==> config.mk <==
export PLATFORM = sky130hd
export DESIGN_NAME = pixel_transform_engine
export DESIGN_NICKNAME = d
export VERILOG_FILES = /design/src/rtl/pt_pkg.sv /design/src/rtl/affine_stepper.sv /design/src/rtl/pixel_transform_engine.sv
export SDC_FILE = /design/constraint.sdc
export NUM_CORES = 1
export LEC_CHECK = 0
export CORE_ASPECT_RATIO = 0.75
export CORE_MARGIN = 5
export CORE_UTILIZATION = 50
export CTS_BUF_LIST = sky130_fd_sc_hd__clkbuf_4 sky130_fd_sc_hd__clkbuf_8 sky130_fd_sc_hd__clkbuf_16
export DETAILED_ROUTE_END_ITERATION = 12
export PLACE_DENSITY_LB_ADDON = 0.25
export SETUP_SLACK_MARGIN = 0.15
export SYNTH_ARGS = -nofsm -noshare
export SYNTH_HDL_FRONTEND = slang
export SYNTH_HIERARCHICAL = 1
export SYNTH_SLANG_ARGS = --single-unit
==> constraint.sdc <==
create_clock -name clk -period 29.2 [get_ports clk]
set_input_delay 7.3 -clock clk [delete_from_list [all_inputs] [get_ports clk]]
set_output_delay 7.3 -clock clk [all_outputs]
set_load 0.02 [all_outputs]
==> src/rtl/pt_pkg.sv <==
// pt_pkg: shared defaults, accumulator guard width and FSM state encoding for pixel_transform_engine
package pt_pkg;
  localparam int FRAC_DEF = 12;
  localparam int COEF_W_DEF = 24;
  localparam int GUARD = 11;
  typedef enum logic [1:0] {IDLE, RUN, DRAIN, DONE} state_e;
endpackage

==> src/rtl/affine_stepper.sv <==
// affine_stepper: incremental affine source-coordinate accumulators and raster x/y counters (load_i starts a frame, step_i advances one pixel, eof_o flags the last pixel)
module affine_stepper
  import pt_pkg::*;
#(
  parameter int WIDTH = 640,
  parameter int HEIGHT = 480,
  parameter int ADDR_W = 19,
  parameter int COEF_W = COEF_W_DEF
) (
  input  logic                           clk,
  input  logic                           rst,
  input  logic                           load_i,
  input  logic                           step_i,
  input  logic signed [COEF_W-1:0]       xx_i,
  input  logic signed [COEF_W-1:0]       xy_i,
  input  logic signed [COEF_W-1:0]       x0_i,
  input  logic signed [COEF_W-1:0]       yx_i,
  input  logic signed [COEF_W-1:0]       yy_i,
  input  logic signed [COEF_W-1:0]       y0_i,
  output logic signed [COEF_W+GUARD-1:0] acc_x_o,
  output logic signed [COEF_W+GUARD-1:0] acc_y_o,
  output logic [ADDR_W-1:0]              x_o,
  output logic [ADDR_W-1:0]              y_o,
  output logic                           eof_o
);
  localparam int AW = COEF_W + GUARD;
  logic signed [AW-1:0] xx_q, xy_q, yx_q, yy_q, row_x_q, row_y_q, pix_x_q, pix_y_q;
  logic [ADDR_W-1:0] x_q, y_q;
  logic eol;
  assign eol = x_q == ADDR_W'(WIDTH - 1);
  assign eof_o = eol && y_q == ADDR_W'(HEIGHT - 1);
  assign acc_x_o = pix_x_q;
  assign acc_y_o = pix_y_q;
  assign x_o = x_q;
  assign y_o = y_q;
  always_ff @(posedge clk or posedge rst)
    if (rst) begin
      {xx_q, xy_q, yx_q, yy_q} <= '0;
      {row_x_q, row_y_q, pix_x_q, pix_y_q} <= '0;
      x_q <= '0;
      y_q <= '0;
    end else if (load_i) begin
      xx_q <= AW'(xx_i);
      xy_q <= AW'(xy_i);
      yx_q <= AW'(yx_i);
      yy_q <= AW'(yy_i);
      row_x_q <= AW'(x0_i);
      row_y_q <= AW'(y0_i);
      pix_x_q <= AW'(x0_i);
      pix_y_q <= AW'(y0_i);
      x_q <= '0;
      y_q <= '0;
    end else if (step_i) begin
      if (eol) begin
        x_q <= '0;
        y_q <= y_q + 1'b1;
        row_x_q <= row_x_q + xy_q;
        row_y_q <= row_y_q + yy_q;
        pix_x_q <= row_x_q + xy_q;
        pix_y_q <= row_y_q + yy_q;
      end else begin
        x_q <= x_q + 1'b1;
        pix_x_q <= pix_x_q + xx_q;
        pix_y_q <= pix_y_q + yx_q;
      end
    end
endmodule

==> src/rtl/pixel_transform_engine.sv <==
// pixel_transform_engine: affine frame resampler; start/done/busy handshake, six signed coefficients in, src_addr/src_data read port, dst_addr/dst_data/dst_we write port
module pixel_transform_engine
  import pt_pkg::*;
#(
  parameter int WIDTH = 640,
  parameter int HEIGHT = 480,
  parameter int PIX_W = 12,
  parameter int ADDR_W = 19,
  parameter int COEF_W = COEF_W_DEF,
  parameter int FRAC = FRAC_DEF,
  parameter int RD_LAT = 2
) (
  input  logic                     clk,
  input  logic                     reset,
  input  logic                     start,
  output logic                     done,
  output logic                     busy,
  input  logic signed [COEF_W-1:0] coef_xx,
  input  logic signed [COEF_W-1:0] coef_xy,
  input  logic signed [COEF_W-1:0] coef_x0,
  input  logic signed [COEF_W-1:0] coef_yx,
  input  logic signed [COEF_W-1:0] coef_yy,
  input  logic signed [COEF_W-1:0] coef_y0,
  output logic [ADDR_W-1:0]        src_addr,
  input  logic [PIX_W-1:0]         src_data,
  output logic [ADDR_W-1:0]        dst_addr,
  output logic [PIX_W-1:0]         dst_data,
  output logic                     dst_we
);
  localparam int AW = COEF_W + GUARD;
  localparam int D = RD_LAT + 2;
  localparam logic signed [AW-1:0] W_S = AW'(WIDTH);
  localparam logic signed [AW-1:0] H_S = AW'(HEIGHT);
  state_e state_q, state_d;
  logic run, eof, in_a;
  logic signed [AW-1:0] acc_x, acc_y, sx, sy;
  logic [ADDR_W-1:0] x, y, sx_q, sy_q, src_addr_q, dst_addr_q;
  logic [D-1:0] v_q, in_q;
  logic [ADDR_W-1:0] a_q [D];
  logic [PIX_W-1:0] dst_data_q;
  logic dst_we_q;
  assign run = state_q == RUN;
  affine_stepper #(.WIDTH(WIDTH), .HEIGHT(HEIGHT), .ADDR_W(ADDR_W), .COEF_W(COEF_W)) u_stepper (
    .clk(clk), .rst(reset), .load_i(state_q == IDLE && start), .step_i(run),
    .xx_i(coef_xx), .xy_i(coef_xy), .x0_i(coef_x0), .yx_i(coef_yx), .yy_i(coef_yy), .y0_i(coef_y0),
    .acc_x_o(acc_x), .acc_y_o(acc_y), .x_o(x), .y_o(y), .eof_o(eof)
  );
  // arithmetic shift gives floor, so -0.5 lands on -1 and is out of range
  assign sx = acc_x >>> FRAC;
  assign sy = acc_y >>> FRAC;
  assign in_a = !sx[AW-1] && sx < W_S && !sy[AW-1] && sy < H_S;
  always_ff @(posedge clk or posedge reset)
    if (reset) state_q <= IDLE;
    else state_q <= state_d;
  always_comb begin
    state_d = state_q;
    case (state_q)
      IDLE:  if (start) state_d = RUN;
      RUN:   if (eof) state_d = DRAIN;
      DRAIN: if (~|v_q) state_d = DONE;
      default: state_d = IDLE;
    endcase
  end
  always_comb begin
    done = state_q == DONE;
    busy = run || state_q == DRAIN;
  end
  // stage 0 holds sx/sy and the flags; stage 1 drives src_addr; later stages wait out the read latency
  always_ff @(posedge clk or posedge reset)
    if (reset) begin
      v_q <= '0;
      in_q <= '0;
      for (int i = 0; i < D; i++) a_q[i] <= '0;
      sx_q <= '0;
      sy_q <= '0;
      src_addr_q <= '0;
      dst_we_q <= 1'b0;
      dst_addr_q <= '0;
      dst_data_q <= '0;
    end else begin
      v_q <= {v_q[D-2:0], run};
      in_q <= {in_q[D-2:0], run && in_a};
      a_q[0] <= y * ADDR_W'(WIDTH) + x;
      for (int i = 1; i < D; i++) a_q[i] <= a_q[i-1];
      sx_q <= ADDR_W'(sx);
      sy_q <= ADDR_W'(sy);
      src_addr_q <= in_q[0] ? sy_q * ADDR_W'(WIDTH) + sx_q : '0;
      dst_we_q <= v_q[D-1];
      dst_addr_q <= v_q[D-1] ? a_q[D-1] : '0;
      dst_data_q <= in_q[D-1] ? src_data : '0;
    end
  assign src_addr = src_addr_q;
  assign dst_we = dst_we_q;
  assign dst_addr = dst_addr_q;
  assign dst_data = dst_data_q;
endmodule

==> results.sh <==
export IMPL_syn_num_nets=2900
export IMPL_fin_crit_ps=10450
export IMPL_postSynthCellCount=2535
export IMPL_critical_path_required_ps=29720
export IMPL_globalRouteTotalUtil_pct=25.8
export IMPL_finalPower_mw=4.19
export IMPL_hold_ws_ps=342
export IMPL_design_area_mm2=0.0296
export IMPL_cts_resized_gates=0
export IMPL_dr_pass1_iters=6
export IMPL_start_kind="primary input"
export IMPL_hpwlAfterDp_um=51400
export IMPL_hold_viol_final=0
export IMPL_grt_start_max_net_pins=155
export IMPL_hp_start="a_q[23]"
export IMPL_drc=0
export IMPL_setup_viol=0
export IMPL_synth_area_top_cells="dfrtp_1 44%, ha_1 9.8%, a21oi_1 4.4%"
export IMPL_grt_pass1_vias=20300
export IMPL_pwr_share_comb_pct=61.0
export IMPL_cts_setup_buffers=0
export IMPL_synth_edff_count=0
export IMPL_crit_start="start"
export IMPL_core_area_mm2=0.0500
export IMPL_yosysTopAreaCell="dfrtp_1"
export IMPL_cts_hold_repair_buffers=0
export IMPL_pwr_share_seq_pct=24.0
export IMPL_nets=3085
export IMPL_ys_seq_elements=442
export IMPL_status="finished, final reports clean"
export IMPL_crit_path_max_fanout=50
export IMPL_drive_above_1_share_pct=8.13
export IMPL_layout_commonest_cell="dfrtp_1"
export IMPL_yosys_warnings=6
export IMPL_layout_common_cells="442 x dfrtp_1, 223 x nand2_1, 222 x a21oi_1, 211 x clkdlybuf4s50_1, 197 x ha_1"
export IMPL_clkSinkCount=442
export IMPL_dieArea_mm2=0.0550
export IMPL_path_clk_slew_ps=60
export IMPL_yosys_area_top_type_share_pct=43.9
export IMPL_grt_pass1_wl_um=114000
export IMPL_wire_per_inst_um=21.1
export IMPL_clkPwrFrac_pct=15.0
export IMPL_die_width_um=269
export IMPL_critical_path_class="in -> reg"
export IMPL_post_route_period_util_pct=35.8
export IMPL_pin_count=212
export IMPL_cts_tree="built"
export IMPL_seq_area_frac_synth_pct=43.9
export IMPL_critical_path_max_stage_delay_ps=780
export IMPL_r2r_start="u_stepper/xx_q[2]"
export IMPL_relSlewSlack_pct=22.6
export IMPL_utilization_pct=59.2
export IMPL_place_gp_congestion=0.928
export IMPL_fin_tns_setup_ps=0
export IMPL_rows=71
export IMPL_numCtsBuffers=47
export IMPL_clock_latency_ps=610
export IMPL_crit_path_cell_trace="clkdlybuf4s50_1 -> and2_4 -> inv_1 -> buf_4 -> nand2_1 -> and4_1 -> nand2_1 -> or3_1 -> or3_1 -> a21oi_1"
export IMPL_async_reset_ff_share_pct=100
export IMPL_power_density_mw_per_mm2=142
export IMPL_grt_overflow=0
export IMPL_start_util_pct=50.4
export IMPL_wl_um=72100
export IMPL_switching_share_pct=46.5
export IMPL_num_fill_cells=4216
export IMPL_drtIter0Drc=1913
export IMPL_die_h_um=204
export IMPL_ir_drop_v=0.0000773
export IMPL_synth_area_mm2=0.0252
export IMPL_cts_buffer_depth=3
export IMPL_skew_ps=20.7
export IMPL_num_vias=20600
export IMPL_crit_arrival_ps=10980
export IMPL_p_switching_mw=1.95
export IMPL_avgSynthCellArea_um2=9.93
export IMPL_routed_via_density=6.02
export IMPL_worst_slew_pin_slew_ps=1150
export IMPL_htree_levels=2
export IMPL_placed_area_mm2=0.0280
export IMPL_slew_viol_final=0
export IMPL_hp_class="reg -> reg"
export IMPL_area_delta_synth_final_pct=17.5
export IMPL_rsz0062_at_grt="no"
export IMPL_synth_flop_cell="dfrtp_1"
export IMPL_postRouteAntennaNets=0
export IMPL_maxCapViolations=0
export IMPL_antenna_found_initial=3
export IMPL_slowest_stage="nand2_1"
export IMPL_ys_types=73
export IMPL_max_clock_freq_ghz=0.0957
export IMPL_p_int_mw=2.24
export IMPL_p_leak_nw=13.3
export IMPL_io_buffers=211
export IMPL_cts_root_buffer="clkbuf_16"
export IMPL_cp_end_kind="register"
-- final timing paths --
path | end | slack [ps] | depth (start not counted)
worst min-delay path | a_q[4] | 340 | 0
worst min register to register | a_q[4] | 340 | 0
worst max register to register | u_stepper/acc_x_o[33] | 25090 | 11
worst max-delay path | u_stepper/x_o[13] | 18750 | 10
min in group asynchronous | dst_addr[4] | 7370 | 2
max in group asynchronous | u_stepper/acc_x_o[1] | 20330 | 3
-- metal layers --
metal	GRT usage [%]	part of all wire, %
met1	38.4	47
met2	39.7	44
met3	4.87	7.8
met4	5.55	1.8
met5	0	0
-- worst max-delay path, delay by kind of cell --
kind / cells / cell delay [ps]
simple gates: 6 / 2610
buf+inv: 3 / 890
compound gates: 1 / 140
-- cell families after synthesis --
family | after synthesis | synth area share, %
buf+inv | 152 | 2.27
flops | 442 | 43.9
compound gates | 746 | 18.6
mux | 117 | 5.11
xor+xnor | 190 | 6.61
fa+ha+maj | 206 | 10.5
simple gates | 682 | 13.0
-- flip-flops by register name (all words and copies together) (netlist names) --
name and count:
a_q 76, dst_addr 19, dst_data 12, dst_we 1
in_q 4, src_addr 19, state_q 2, sx_q 19
sy_q 12, u_stepper/acc_x_o 35, u_stepper/acc_y_o 35, u_stepper/row_x_q 35
u_stepper/row_y_q 35, u_stepper/x_o 19, u_stepper/xx_q 24, u_stepper/xy_q 24
u_stepper/y_o 19, u_stepper/yx_q 24, u_stepper/yy_q 24, v_q 4
-- final cells by class --
cell class,count,area (µm²),area share [%]
inverter,58,230,0.778
tap,657,822,2.78
clock inverter,24,339,1.15
timing repair buffer,230,2270,7.66
antenna,2,5.00,0.0169
multi-input combinational,1941,13600,45.9
clock buffer,59,1290,4.36
sequential,442,11100,37.4
-- per-stage QoR --
stage | cells | setup WS (ps)
floorplan | 2535 | 14350
global placement | 3328 | 18160
detailed placement | 3328 | 18140
CTS | 3411 | 18770
global route | 3413 | 18570
finish | 3413 | 18750
-- cells in the mapped netlist (7+ instances only) --
| cell | count |
|---|---|
| xnor2_1 | 111 |
| a21o_1 | 90 |
| o21a_1 | 31 |
| dfrtp_1 | 442 |
| and4_1 | 7 |
| a221oi_1 | 11 |
| or3_1 | 16 |
| xor2_1 | 79 |
| a211oi_1 | 20 |
| mux2i_1 | 24 |
| a21oi_1 | 222 |
| o21ai_0 | 184 |
| o211ai_1 | 28 |
| nor4_1 | 16 |
| nor2b_1 | 19 |
| nand3_1 | 40 |
| inv_1 | 57 |
| nand2_1 | 223 |
| mux2_2 | 93 |
| o21bai_1 | 9 |
| a21boi_0 | 7 |
| o31ai_1 | 17 |
| a311oi_1 | 7 |
| clkbuf_1 | 84 |
| and2_1 | 66 |
| fa_1 | 8 |
| o21ai_1 | 8 |
| and3_1 | 23 |
| nand2b_1 | 18 |
| nand4_1 | 33 |
| buf_1 | 10 |
| a31oi_1 | 29 |
| nor3_1 | 35 |
| nor2_1 | 164 |
| ha_1 | 198 |
| o221ai_1 | 9 |
| o22ai_1 | 8 |
-- power by group through the flow --
stage	Combinational [mW]	Sequential (mW)	Clock, mW
finish	2.55	1.00	0.629
global route	2.81	1.02	0.665
CTS	2.50	1.00	0.641
detailed placement	2.48	1.01	0
global placement	2.43	1.00	0
floorplan	1.92	0.924	0
Power figures use the tool's default switching activity.
